<file path="config.mk">
export PLATFORM = sky130hd
export DESIGN_NAME = spike_rate_decoder_flat
export DESIGN_NICKNAME = d
export VERILOG_FILES = /design/src/rtl/spike_rate_decoder_if.sv /design/src/rtl/spike_rate_decoder.sv /design/src/flat_wrapper.sv
export SDC_FILE = /design/constraint.sdc
export NUM_CORES = 1
export LEC_CHECK = 0
export ABC_AREA = 1
export BUFFER_PORTS_ARGS = -buffer_cell sky130_fd_sc_hd__buf_4
export CORE_UTILIZATION = 45
export CTS_CLUSTER_SIZE = 8
export DETAILED_ROUTE_END_ITERATION = 8
export HOLD_SLACK_MARGIN = 0.08
export PLACE_DENSITY = 0.71
export SYNTH_ARGS = -nofsm -noshare
export SYNTH_HDL_FRONTEND = slang
export SYNTH_SLANG_ARGS = --single-unit
</file>
<file path="constraint.sdc">
create_clock -name clk -period 1.9 [get_ports clk]
set_input_delay 0.285 -clock clk [delete_from_list [all_inputs] [get_ports clk]]
set_output_delay 0.285 -clock clk [all_outputs]
set_load 0.01 [all_outputs]
</file>
<file path="src/rtl/spike_rate_decoder_if.sv">
// spike_rate_decoder_if: control inputs and decoded rate/ISI outputs of the spike decoder
interface spike_rate_decoder_if #(
  parameter int WIN_W = 8,
  parameter int CNT_W = 8,
  parameter int ISI_W = 8
);
  logic             ena;
  logic             clear;
  logic             spike_in;
  logic [WIN_W-1:0] window_len;
  logic [CNT_W-1:0] rate_out;
  logic             rate_sat;
  logic             rate_valid;
  logic [ISI_W-1:0] isi_out;
  logic             isi_valid;
  modport master (
    output ena, clear, spike_in, window_len,
    input  rate_out, rate_sat, rate_valid, isi_out, isi_valid
  );
  modport slave (
    input  ena, clear, spike_in, window_len,
    output rate_out, rate_sat, rate_valid, isi_out, isi_valid
  );
endinterface

</file>
<file path="src/rtl/spike_rate_decoder.sv">
// spike_rate_decoder: decodes a spike line into per-window spike counts and inter-spike intervals
module spike_rate_decoder #(
  parameter int WIN_W = 8,
  parameter int CNT_W = 8,
  parameter int ISI_W = 8
) (
  input logic                 clk,
  input logic                 rst_n,
  spike_rate_decoder_if.slave bus
);
  typedef enum logic {IDLE, RUN} state_t;
  localparam logic [CNT_W-1:0] CNT_MAX = '1;
  localparam logic [ISI_W-1:0] ISI_MAX = '1;
  state_t           state;
  logic             spike_d;
  logic [CNT_W-1:0] count;
  logic             sat_q;
  logic [WIN_W-1:0] wcnt;
  logic [WIN_W-1:0] len_q;
  logic [ISI_W-1:0] isi_timer;
  logic             have_prev;
  logic [CNT_W-1:0] rate_q;
  logic             rate_sat_q;
  logic             rate_valid_q;
  logic [ISI_W-1:0] isi_q;
  logic             isi_valid_q;
  logic             spike_edge;
  logic             sat_hit;
  logic             last;
  logic [WIN_W-1:0] len_eff;
  logic [CNT_W-1:0] cnt_next;
  logic [ISI_W-1:0] isi_next;
  // the enabling cycle out of IDLE is window cycle 0, so it compares against the live window_len
  assign spike_edge = bus.spike_in & ~spike_d;
  assign len_eff    = (state == RUN) ? len_q : bus.window_len;
  assign last       = wcnt == len_eff;
  assign sat_hit    = spike_edge && count == CNT_MAX;
  assign cnt_next   = count + CNT_W'(spike_edge & ~sat_hit);
  assign isi_next   = (isi_timer == ISI_MAX) ? isi_timer : isi_timer + ISI_W'(1);
  assign bus.rate_out   = rate_q;
  assign bus.rate_sat   = rate_sat_q;
  assign bus.rate_valid = rate_valid_q;
  assign bus.isi_out    = isi_q;
  assign bus.isi_valid  = isi_valid_q;
  // state machine, window counter, rate and interval measurement with registered outputs
  always_ff @(posedge clk or negedge rst_n) begin
    if (!rst_n) begin
      state        <= IDLE;
      spike_d      <= 1'b0;
      count        <= '0;
      sat_q        <= 1'b0;
      wcnt         <= '0;
      len_q        <= '0;
      isi_timer    <= '0;
      have_prev    <= 1'b0;
      rate_q       <= '0;
      rate_sat_q   <= 1'b0;
      rate_valid_q <= 1'b0;
      isi_q        <= '0;
      isi_valid_q  <= 1'b0;
    end else begin
      spike_d      <= bus.spike_in;
      rate_valid_q <= 1'b0;
      isi_valid_q  <= 1'b0;
      if (bus.clear) begin
        rate_q     <= '0;
        rate_sat_q <= 1'b0;
        isi_q      <= '0;
        count      <= '0;
        sat_q      <= 1'b0;
        isi_timer  <= '0;
        have_prev  <= 1'b0;
        wcnt       <= '0;
        len_q      <= bus.window_len;
      end else if (!bus.ena) begin
        state     <= IDLE;
        count     <= '0;
        sat_q     <= 1'b0;
        wcnt      <= '0;
        isi_timer <= '0;
        have_prev <= 1'b0;
      end else begin
        state <= RUN;
        if (last) begin
          rate_q       <= cnt_next;
          rate_sat_q   <= sat_q | sat_hit;
          rate_valid_q <= 1'b1;
          count        <= '0;
          sat_q        <= 1'b0;
          wcnt         <= '0;
          len_q        <= bus.window_len;
        end else begin
          count <= cnt_next;
          sat_q <= sat_q | sat_hit;
          wcnt  <= wcnt + WIN_W'(1);
          if (state == IDLE) len_q <= bus.window_len;
        end
        if (spike_edge) begin
          if (have_prev) begin
            isi_q       <= isi_timer;
            isi_valid_q <= 1'b1;
          end
          have_prev <= 1'b1;
          isi_timer <= ISI_W'(1);
        end else begin
          isi_timer <= isi_next;
        end
      end
    end
  end
endmodule

</file>
<file path="src/flat_wrapper.sv">
// flat-port wrapper written by rule: the top's interface ports become plain ports
module spike_rate_decoder_flat 
#(
  parameter int WIN_W = 8,
  parameter int CNT_W = 8,
  parameter int ISI_W = 8
)
  (clk, rst_n, bus_ena, bus_clear, bus_spike_in, bus_window_len, bus_rate_out, bus_rate_sat, bus_rate_valid, bus_isi_out, bus_isi_valid);
  spike_rate_decoder_if #(.WIN_W(WIN_W), .CNT_W(CNT_W), .ISI_W(ISI_W)) bus_i ();
  input logic clk;
  input logic rst_n;
  input wire logic [$bits(bus_i.ena)-1:0] bus_ena;
  input wire logic [$bits(bus_i.clear)-1:0] bus_clear;
  input wire logic [$bits(bus_i.spike_in)-1:0] bus_spike_in;
  input wire logic [$bits(bus_i.window_len)-1:0] bus_window_len;
  output wire logic [$bits(bus_i.rate_out)-1:0] bus_rate_out;
  output wire logic [$bits(bus_i.rate_sat)-1:0] bus_rate_sat;
  output wire logic [$bits(bus_i.rate_valid)-1:0] bus_rate_valid;
  output wire logic [$bits(bus_i.isi_out)-1:0] bus_isi_out;
  output wire logic [$bits(bus_i.isi_valid)-1:0] bus_isi_valid;
  assign bus_i.ena = bus_ena;
  assign bus_i.clear = bus_clear;
  assign bus_i.spike_in = bus_spike_in;
  assign bus_i.window_len = bus_window_len;
  assign bus_rate_out = bus_i.rate_out;
  assign bus_rate_sat = bus_i.rate_sat;
  assign bus_rate_valid = bus_i.rate_valid;
  assign bus_isi_out = bus_i.isi_out;
  assign bus_isi_valid = bus_i.isi_valid;
  spike_rate_decoder #(.WIN_W(WIN_W), .CNT_W(CNT_W), .ISI_W(ISI_W)) u_core (.clk(clk), .rst_n(rst_n), .bus(bus_i));
endmodule
</file>
==> results of run 1 <==
-- cell usage after synthesis (all sizes together) --
| master | instances |
|---|---|
| a211oi | 3 |
| a21boi | 1 |
| a21oi | 9 |
| a31o | 1 |
| a31oi | 2 |
| buf | 3 |
| clkbuf | 1 |
| clkinv | 2 |
| dfrtp | 55 |
| ha | 4 |
| inv | 46 |
| nand2 | 107 |
| nand3 | 42 |
| nand3b | 3 |
| nor2 | 35 |
| nor3 | 5 |
| nor3b | 1 |
| nor4 | 1 |
| o211ai | 1 |
| o21ai | 17 |
| xnor2 | 1 |
| xor2 | 5 |
-- metrics by stage --
stage	instance area, um^2	power (mW)	cells	worst slack, ns	setup TNS (ns)
global route	3260	2.28	469	-0.0147	-0.0147
global placement	3130	1.50	459	0.159	0
finish	3260	2.16	469	0.161	0
CTS	3240	2.19	469	0.00701	0
detailed placement	3130	1.51	459	0.0171	0
floorplan	2730	1.41	345	0.177	0
-- worst max path at each step --
stage / depth (start not counted) / end / from
floorplan: 9 / u_core.bus.rate_out[4]$_DFFE_PN0P_ / u_core.count[2]$_DFF_PN0_
CTS: 9 / u_core.bus.rate_out[4]$_DFFE_PN0P_ / u_core.count[2]$_DFF_PN0_
global placement: 9 / u_core.bus.rate_out[4]$_DFFE_PN0P_ / u_core.count[2]$_DFF_PN0_
finish: 13 / u_core.bus.rate_out[6]$_DFFE_PN0P_ / u_core.state$_DFFE_PN0N_
detailed placement: 9 / u_core.bus.rate_out[4]$_DFFE_PN0P_ / u_core.count[2]$_DFF_PN0_
global route: 12 / u_core.bus.rate_out[5]$_DFFE_PN0P_ / u_core.count[4]$_DFF_PN0_
-- power by group --
part | leakage (nW) | total (mW) | internal [mW] | switching (mW)
logic | 0.853 | 0.267 | 0.0983 | 0.168
registers | 0.742 | 1.22 | 1.20 | 0.0201
clock network | 0.0484 | 0.677 | 0.300 | 0.377
-- layout make-up --
type | instances | area (um^2) | area share [%]
Clock buffer | 7 | 86.3 | 2.65
Sequential cell | 55 | 1380 | 42.2
Inverter | 48 | 185 | 5.68
Tap cell | 75 | 93.8 | 2.88
Clock inverter | 1 | 8.76 | 0.269
Multi-Input combinational cell | 238 | 1150 | 35.4
Timing Repair Buffer | 45 | 355 | 10.9
-- timing repair --
item,4_1_cts,5_1_grt
gates resized for setup,0,7
setup endpoints to repair,0,10
setup buffers,0,0
hold buffers,2,0
hold endpoints to repair,56,0
-- critical path, cell delays in order, from the launching register on --
cell	delay, ns
sky130_fd_sc_hd__dfrtp_1	0.41
sky130_fd_sc_hd__buf_12	0.15
sky130_fd_sc_hd__inv_6	0.09
sky130_fd_sc_hd__nand2_1	0.08
sky130_fd_sc_hd__nand2_1	0.08
sky130_fd_sc_hd__nand2_1	0.06
sky130_fd_sc_hd__nand2_1	0.05
sky130_fd_sc_hd__nand2_1	0.06
sky130_fd_sc_hd__nor2_2	0.14
sky130_fd_sc_hd__nand2_4	0.11
sky130_fd_sc_hd__nand2_4	0.15
sky130_fd_sc_hd__nand2_4	0.12
sky130_fd_sc_hd__nand2_1	0.08
sky130_fd_sc_hd__o21ai_1	0.06
-- cells by family (layout without fill, tap and decap cells) --
family          Yosys count  after routing
simple gates            194            194
fa+ha+maj                 4              4
flops                    55             55
xor+xnor                  6              6
compound gates           34             34
buf+inv                  52            101
-- per-layer routing --
layer  vias to the layer above  share of wire [%]
li1                       1186                  -
met2                        44                 46
met1                      1047                 49
met3                         4                4.0
met5                         -                  0
met4                         0               0.69
-- registers in the layout, indices dropped and copies added (netlist names) --
signal and count:
u_core.count 8, u_core.bus.rate_sat 1, u_core.bus.rate_valid 1, u_core.wcnt 8, u_core.sat_q 1, u_core.spike_d 1, u_core.state 1, u_core.have_prev 1
u_core.isi_timer 8, u_core.bus.isi_valid 1, u_core.len_q 8, u_core.bus.isi_out 8, u_core.bus.rate_out 8
==> run summary, run 1 <==
The flow ran to the end, and the final reports show no timing, DRC or antenna violations. The worst setup path is captured at a flop. The power density normalized to cell area is 664 nW/um^2. By startpoint and endpoint, the worst setup path is classified as reg -> reg. The utilization after layout is 55.4%. In the routed design, unresolved DRC markers number 0.

Port buffering added 31 buffers. The final number of hold-violating endpoints was 0. The global-route track usage on met2 came out at 34.2%. The layout has 553 filler cells.

For the pin with the worst max-slew slack, the measured transition is 0.690 ns. The startpoint of the worst register-to-register path is u_core.state$_DFFE_PN0N_. Relative to the synthesized area, the layout overhead comes to 19.3%. The library cell used most frequently in the layout, excluding fill and tap cells, is sky130_fd_sc_hd__nand2_1. The number of storage elements in the synthesis netlist came out at 55. The post-detailed-route wirelength per cell is 12.3 um. For this design, the sink count on the clock tree is 55. During synthesis, Yosys emitted a total of 0 warnings. The endpoint of the worst hold path is u_core.state$_DFFE_PN0N_. The final period utilization is 91.5%. The routed via count came out at 2281. The total CTS buffers is 5. STA classifies the critical path startpoint as a flop.

By area, the combinational part of the netlist is dominated by simple AND/OR/NAND/NOR gates. The leakage power is 1.64 nW. The tightest hold margin came out at 0.205 ns.

The global-route wire length before repair came out at 9870 um. The number of diodes added for antenna fixing is 0. The tree is rooted in a sky130_fd_sc_hd__clkbuf_8. Of the synthesized area, sequential elements account for 50.4%. The final weighted congestion in routability-driven placement came out at 0.829.

The arrival time of data at the critical path endpoint is 1.94 ns. The starting density of the core is 46.4%. The count of mapped cells out of synthesis is 345. The final-report setup violation count is 0.

The max-slew violation total from the final report was 0. The clock slew at the register clock pins of the worst setup and hold paths is 0.10 ns. The number of nets in the final layout is 410. The die height came out at 79.9 um.

The compound-gate portion of the synthesized area is 6.92%. The portion of synthesized area spent on multiplexers is 0%. The area share of xor/xnor cells in the synthesized design came out at 1.92%. The class of the most critical hold timing path is in -> reg. The number of DRC markers after the initial detailed-route iteration came out at 149. The number of cells on the worst hold path is 2.

Summing the areas of all fa, ha and maj instances in the mapped netlist gives 1.83% of the synthesized area. The number of H-tree branching levels is 2. met2 is the most crowded layer. TritonCTS built the clock tree.

The met1 track demand over resource in global routing came out at 26.8%. Dividing the detail-routed via count by the number of cells gives 4.86. The maximum clock frequency came out at 575 MHz. The number of nets in the synthesized netlist came out at 362.

Measured in cells, the most critical reg-to-reg path has a length of 13. The mean area per synthesized cell is 7.92 um^2. The worst setup slack for register-to-register paths is 0.16 ns. In this run the horizontal extent of the chip is 79.9 um. The startpoint identified for the worst hold timing path is bus_clear. The via count of the first global-routing pass is 2202. Along the worst path, the maximum fanout reaches 10. The max-slew headroom at the worst pin came out at 54.0%. The largest area contributor in the synthesized netlist is sky130_fd_sc_hd__dfrtp_1.

The max-cap violation count is 0. The fraction of post-synthesis cell area in the top cell type by area is 50.4%. The clock arrives with 0.00851 ns of skew.

The number of antenna violations at the first check in global routing came to 0. The floorplan has 28 rows. The minimum clock period after layout is 1.74 ns. The maximum clock insertion buffer count came out at 2. The top cell types in the final layout, fill and taps aside, are sky130_fd_sc_hd__nand2_1 (102), sky130_fd_sc_hd__dfrtp_1 (55), sky130_fd_sc_hd__inv_1 (42), sky130_fd_sc_hd__nand3_1 (42), sky130_fd_sc_hd__buf_4 (42). The number of different library cells used by synthesis comes to 29. The required time reported for the critical path endpoint came out at 2.10 ns. The estimated wirelength of the detail-placed design is 4200 um. Sorting the synthesized cells by area gives the leading types as sky130_fd_sc_hd__dfrtp_1 (50%), sky130_fd_sc_hd__nand2_1 (14%), sky130_fd_sc_hd__nand3_1 (7.7%). Entering global routing, the biggest net connects 56 pins. Global routing consumed, on the met3 layer, 4.00% of the routing resources. For this run, the detailed router's first-pass iteration total came to 4.

Global routing used 20.3% of the available tracks. The die covers 6390 um^2. The insertion delay of the later-clocked pin in the worst-skew pair came out at 0.31 ns.

The post-route netlist has 17.5% of its cells at a drive strength greater than 1. The mapped cell area is 2730 um^2. The I/O pin count is 32. The aggregate global routing overflow came out at 0. Wires add up to 5790 um.

The area share of and/or/nand/nor cells after synthesis came out at 30.9%. The endpoint identified for the worst register-to-register timing path is u_core.bus.rate_out[6]$_DFFE_PN0P_. The floorplan step defined a core boundary enclosing 5890 um^2.

The remaining antenna violation count after routing came out at 0. The worst-case vdd ir drop is 0.335 mV.
(Power assumes the default switching activity.)
==> run 2: changes to the inputs <==
--- a/config.mk
+++ b/config.mk
@@ -7,6 +7,7 @@
 export LEC_CHECK = 0
 export ABC_AREA = 1
 export BUFFER_PORTS_ARGS = -buffer_cell sky130_fd_sc_hd__buf_4
+export CORE_ASPECT_RATIO = 1.25
 export CORE_UTILIZATION = 45
 export CTS_CLUSTER_SIZE = 8
 export DETAILED_ROUTE_END_ITERATION = 8
==> run summary, run 2 (synthesis results as in run 1) <==
The area of the core came to 5820 um^2 (-1.1%). The aggregate global routing overflow is 0 (unchanged). The internal power consumption is 1.57 mW (-1.9%). The via-per-instance ratio came out at 4.98 (+2.5%).

The area enclosed by the die boundary came to 6390 um^2 (about the same). The measured slew at the worst slew-check pin is 0.690 ns (+0.000490 ns). The number of placed cells counting well taps came out at 451 (-1.7%). The global-route usage over all layers is 19.8% (-0.42 points). The remaining antenna violation count after routing came out at 0 (unchanged).

The worst setup path is captured at a flop. The highest metal layer carrying signal wires in the routed design is met4. The fraction of power consumed by combinational cells came out at 12.0% (-0.3 points). The total number of clock tree sinks is 55 (unchanged).

The width of the chip came out at 71.7 um (-10%). The number of nets in the final layout came to 412 (+0.49%). The category of the worst setup path launch point is a flop. The class of the most critical hold timing path is in -> reg. The final-report setup violation count came out at 0 (unchanged). The number of antenna violations at the first check in global routing is 0 (unchanged).

The total CTS buffers came out at 5 (unchanged). The max-slew violation total from the final report is 0 (unchanged). The number of H-tree branching levels came out at 2 (unchanged). The non-filler instance count after layout came out at 462 (-1.5%).

The max-slew headroom at the worst pin came to 54.0% (about the same). The post-place setup slack came out at 0.111 ns (+0.0938 ns). The switching power summed over all nets came out at 598 uW (+5.7%). The total number of placement rows is 31 (+11%). The worst-case vdd ir drop is 0.445 mV (+33%). The iteration count of the initial detailed-routing pass is 5 (+1). The met3 wire length was 214 um (-6.6%). The area after detailed placement is 3110 um^2 (-0.52%). The clock skew after layout came out at 0.0100 ns (+0.00152 ns).

Leaving out fill and tap cells, the most frequent cell in the layout is sky130_fd_sc_hd__nand2_1. The via count of the first global-routing pass is 2213 (+0.50%). The total power consumption of the routed design is 2.17 mW (about the same). The max-cap violation count was 0 (unchanged).

The global-route wire length before repair came out at 9960 um (+0.97%). The maximum clock frequency came out at 562 MHz (-2.2%). The die height is 89.1 um (+12%).

The largest net degree at the start of global routing is 56 (unchanged). The largest fanout on the critical path came out at 3 (-7). The run finished with clean final reports. The maximum clock insertion buffer count is 2 (unchanged).

The routed via count came out at 2303 (+0.96%). The clock slew at the register clock pins of the worst setup and hold paths is 0.11 ns (about the same). The wire length on met1 is 2690 um (-5.7%). The I/O pin count came out at 32 (unchanged).

The share of post-route cells with drive strength above 1 was 17.7% (+0.16 points). The leakage power is 1.65 nW (+0.19%). The final weighted congestion in routability-driven placement is 0.916 (+10%). The share of total power consumed by net switching was 27.6% (+1.5 points). The critical path class is reg -> reg.

The minimum clock period after layout came out at 1.78 ns (+0.0396 ns). The post-detailed-routing wire length is 5710 um (-1.5%). The accumulated negative setup slack came out at 0 ns (unchanged). The power density normalized to cell area is 668 nW/um^2 (+0.50%).

The tightest hold margin came out at 0.195 ns (-0.0103 ns). The insertion delay of the later-clocked pin in the worst-skew pair came out at 0.32 ns (about the same). TritonCTS built the clock tree.

Leaving out fill and tap cells, the most frequent cells in the layout are sky130_fd_sc_hd__nand2_1 (102), sky130_fd_sc_hd__dfrtp_1 (55), sky130_fd_sc_hd__buf_4 (45), sky130_fd_sc_hd__inv_1 (43), sky130_fd_sc_hd__nand3_1 (42). The arrival time of data at the critical path endpoint came to 1.99 ns (+0.05 ns). The number of DRC markers after the initial detailed-route iteration is 195 (+31%).

The layout overhead on the synthesized area is 18.8%. The final period utilization is 93.6% (+2.1 points). The post-route standard cell area excluding fillers came out at 3240 um^2 (-0.42%).

The proportion of power drawn by flip-flops and latches came out at 56.3% (about the same). Clock tree synthesis selected as its root buffer the cell sky130_fd_sc_hd__clkbuf_8. The number of diodes added for antenna fixing is 0 (unchanged). The total length of routed met2 wires came out at 2710 um (+1.3%). The estimated wirelength of the detail-placed design was 4060 um (-3.3%). The number of buffers added on ports is 31 (unchanged). The utilization after layout was 55.8% (+0.41 points). The final worst slack is 0.122 ns (-0.0396 ns). The required time reported for the critical path endpoint is 2.11 ns (about the same).

The detailed-route DRC error count came out at 0 (unchanged). The starting density of the core is 46.9% (+0.54 points). The part of the power in the clock network came to 31.6% (+0.3 points). The final number of hold-violating endpoints is 0 (unchanged).

The post-detailed-route wirelength per cell was 12.3 um (about the same).
-- run 2: changes by cell type in the layout (fill, tap and decap cells not counted) --
cell,previous run,this run
sky130_fd_sc_hd__buf_4,42,45
sky130_fd_sc_hd__inv_2,3,2
sky130_fd_sc_hd__clkinvlp_4,0,1
sky130_fd_sc_hd__nor4_1,0,1
sky130_fd_sc_hd__inv_8,0,1
sky130_fd_sc_hd__clkbuf_8,6,5
sky130_fd_sc_hd__nor4_2,1,0
sky130_fd_sc_hd__buf_12,1,0
sky130_fd_sc_hd__clkbuf_1,1,0
sky130_fd_sc_hd__inv_1,42,43
sky130_fd_sc_hd__o21ai_1,10,9
sky130_fd_sc_hd__o21ai_0,7,8
-- run 2: worst max-delay path, cell delays in order, from the launching register on --
cell                       delay (ns)
sky130_fd_sc_hd__dfrtp_1         0.41
sky130_fd_sc_hd__inv_1           0.12
sky130_fd_sc_hd__nor3_2          0.07
sky130_fd_sc_hd__a21boi_1        0.13
sky130_fd_sc_hd__ha_2            0.20
sky130_fd_sc_hd__nand2_1         0.08
sky130_fd_sc_hd__nor4_1          0.28
sky130_fd_sc_hd__nand2_1         0.11
sky130_fd_sc_hd__xor2_1          0.18
sky130_fd_sc_hd__o21ai_1         0.09
-- run 2: per-layer routing --
layer,vias up,track usage [%]
li1,1188,-
met1,1053,26.3
met2,53,32.9
met3,9,2.82
met4,0,8.02
met5,-,0
-- run 2: power groups by stage --
stage                     Sequential (mW)  Combinational (mW)  Clock [mW]
after floorplan                      1.24               0.170           0
after global placement               1.24               0.255           0
after detailed placement             1.24               0.260           0
after CTS                            1.22               0.265       0.716
after global routing                 1.22               0.304       0.754
final                                1.22               0.260       0.686
-- run 2: repair_timing --
action                     CTS  global route
buffers inserted             0             1
setup endpoints to repair    0            10
hold buffers                 2             0
resized for setup            0             4
hold endpoints to repair    56             0
-- run 2: final timing paths --
kind / startpoint / to / slack [ns] / cells after the start
worst max-delay path: u_core.count[2]$_DFF_PN0_ / u_core.bus.rate_out[7]$_DFFE_PN0P_ / 0.12 / 9
worst min-delay path: bus_clear / u_core.state$_DFFE_PN0N_ / 0.19 / 2
worst max register to register: u_core.count[2]$_DFF_PN0_ / u_core.bus.rate_out[7]$_DFFE_PN0P_ / 0.12 / 9
worst min register to register: u_core.len_q[1]$_DFFE_PN0P_ / u_core.len_q[1]$_DFFE_PN0P_ / 0.49 / 2
max in group asynchronous: rst_n / u_core.len_q[1]$_DFFE_PN0P_ / 0.89 / 2
min in group asynchronous: rst_n / u_core.isi_timer[2]$_DFFE_PN0P_ / 0.54 / 2
-- run 2: cell type report --
class                      count  area, um^2
fill                         554        2570
clock inverter                 3        27.5
inverter                      48         185
timing repair buffer          47         358
multi-input combinational    238        1150
tap                           66        82.6
clock buffer                   5        68.8
sequential                    55        1380
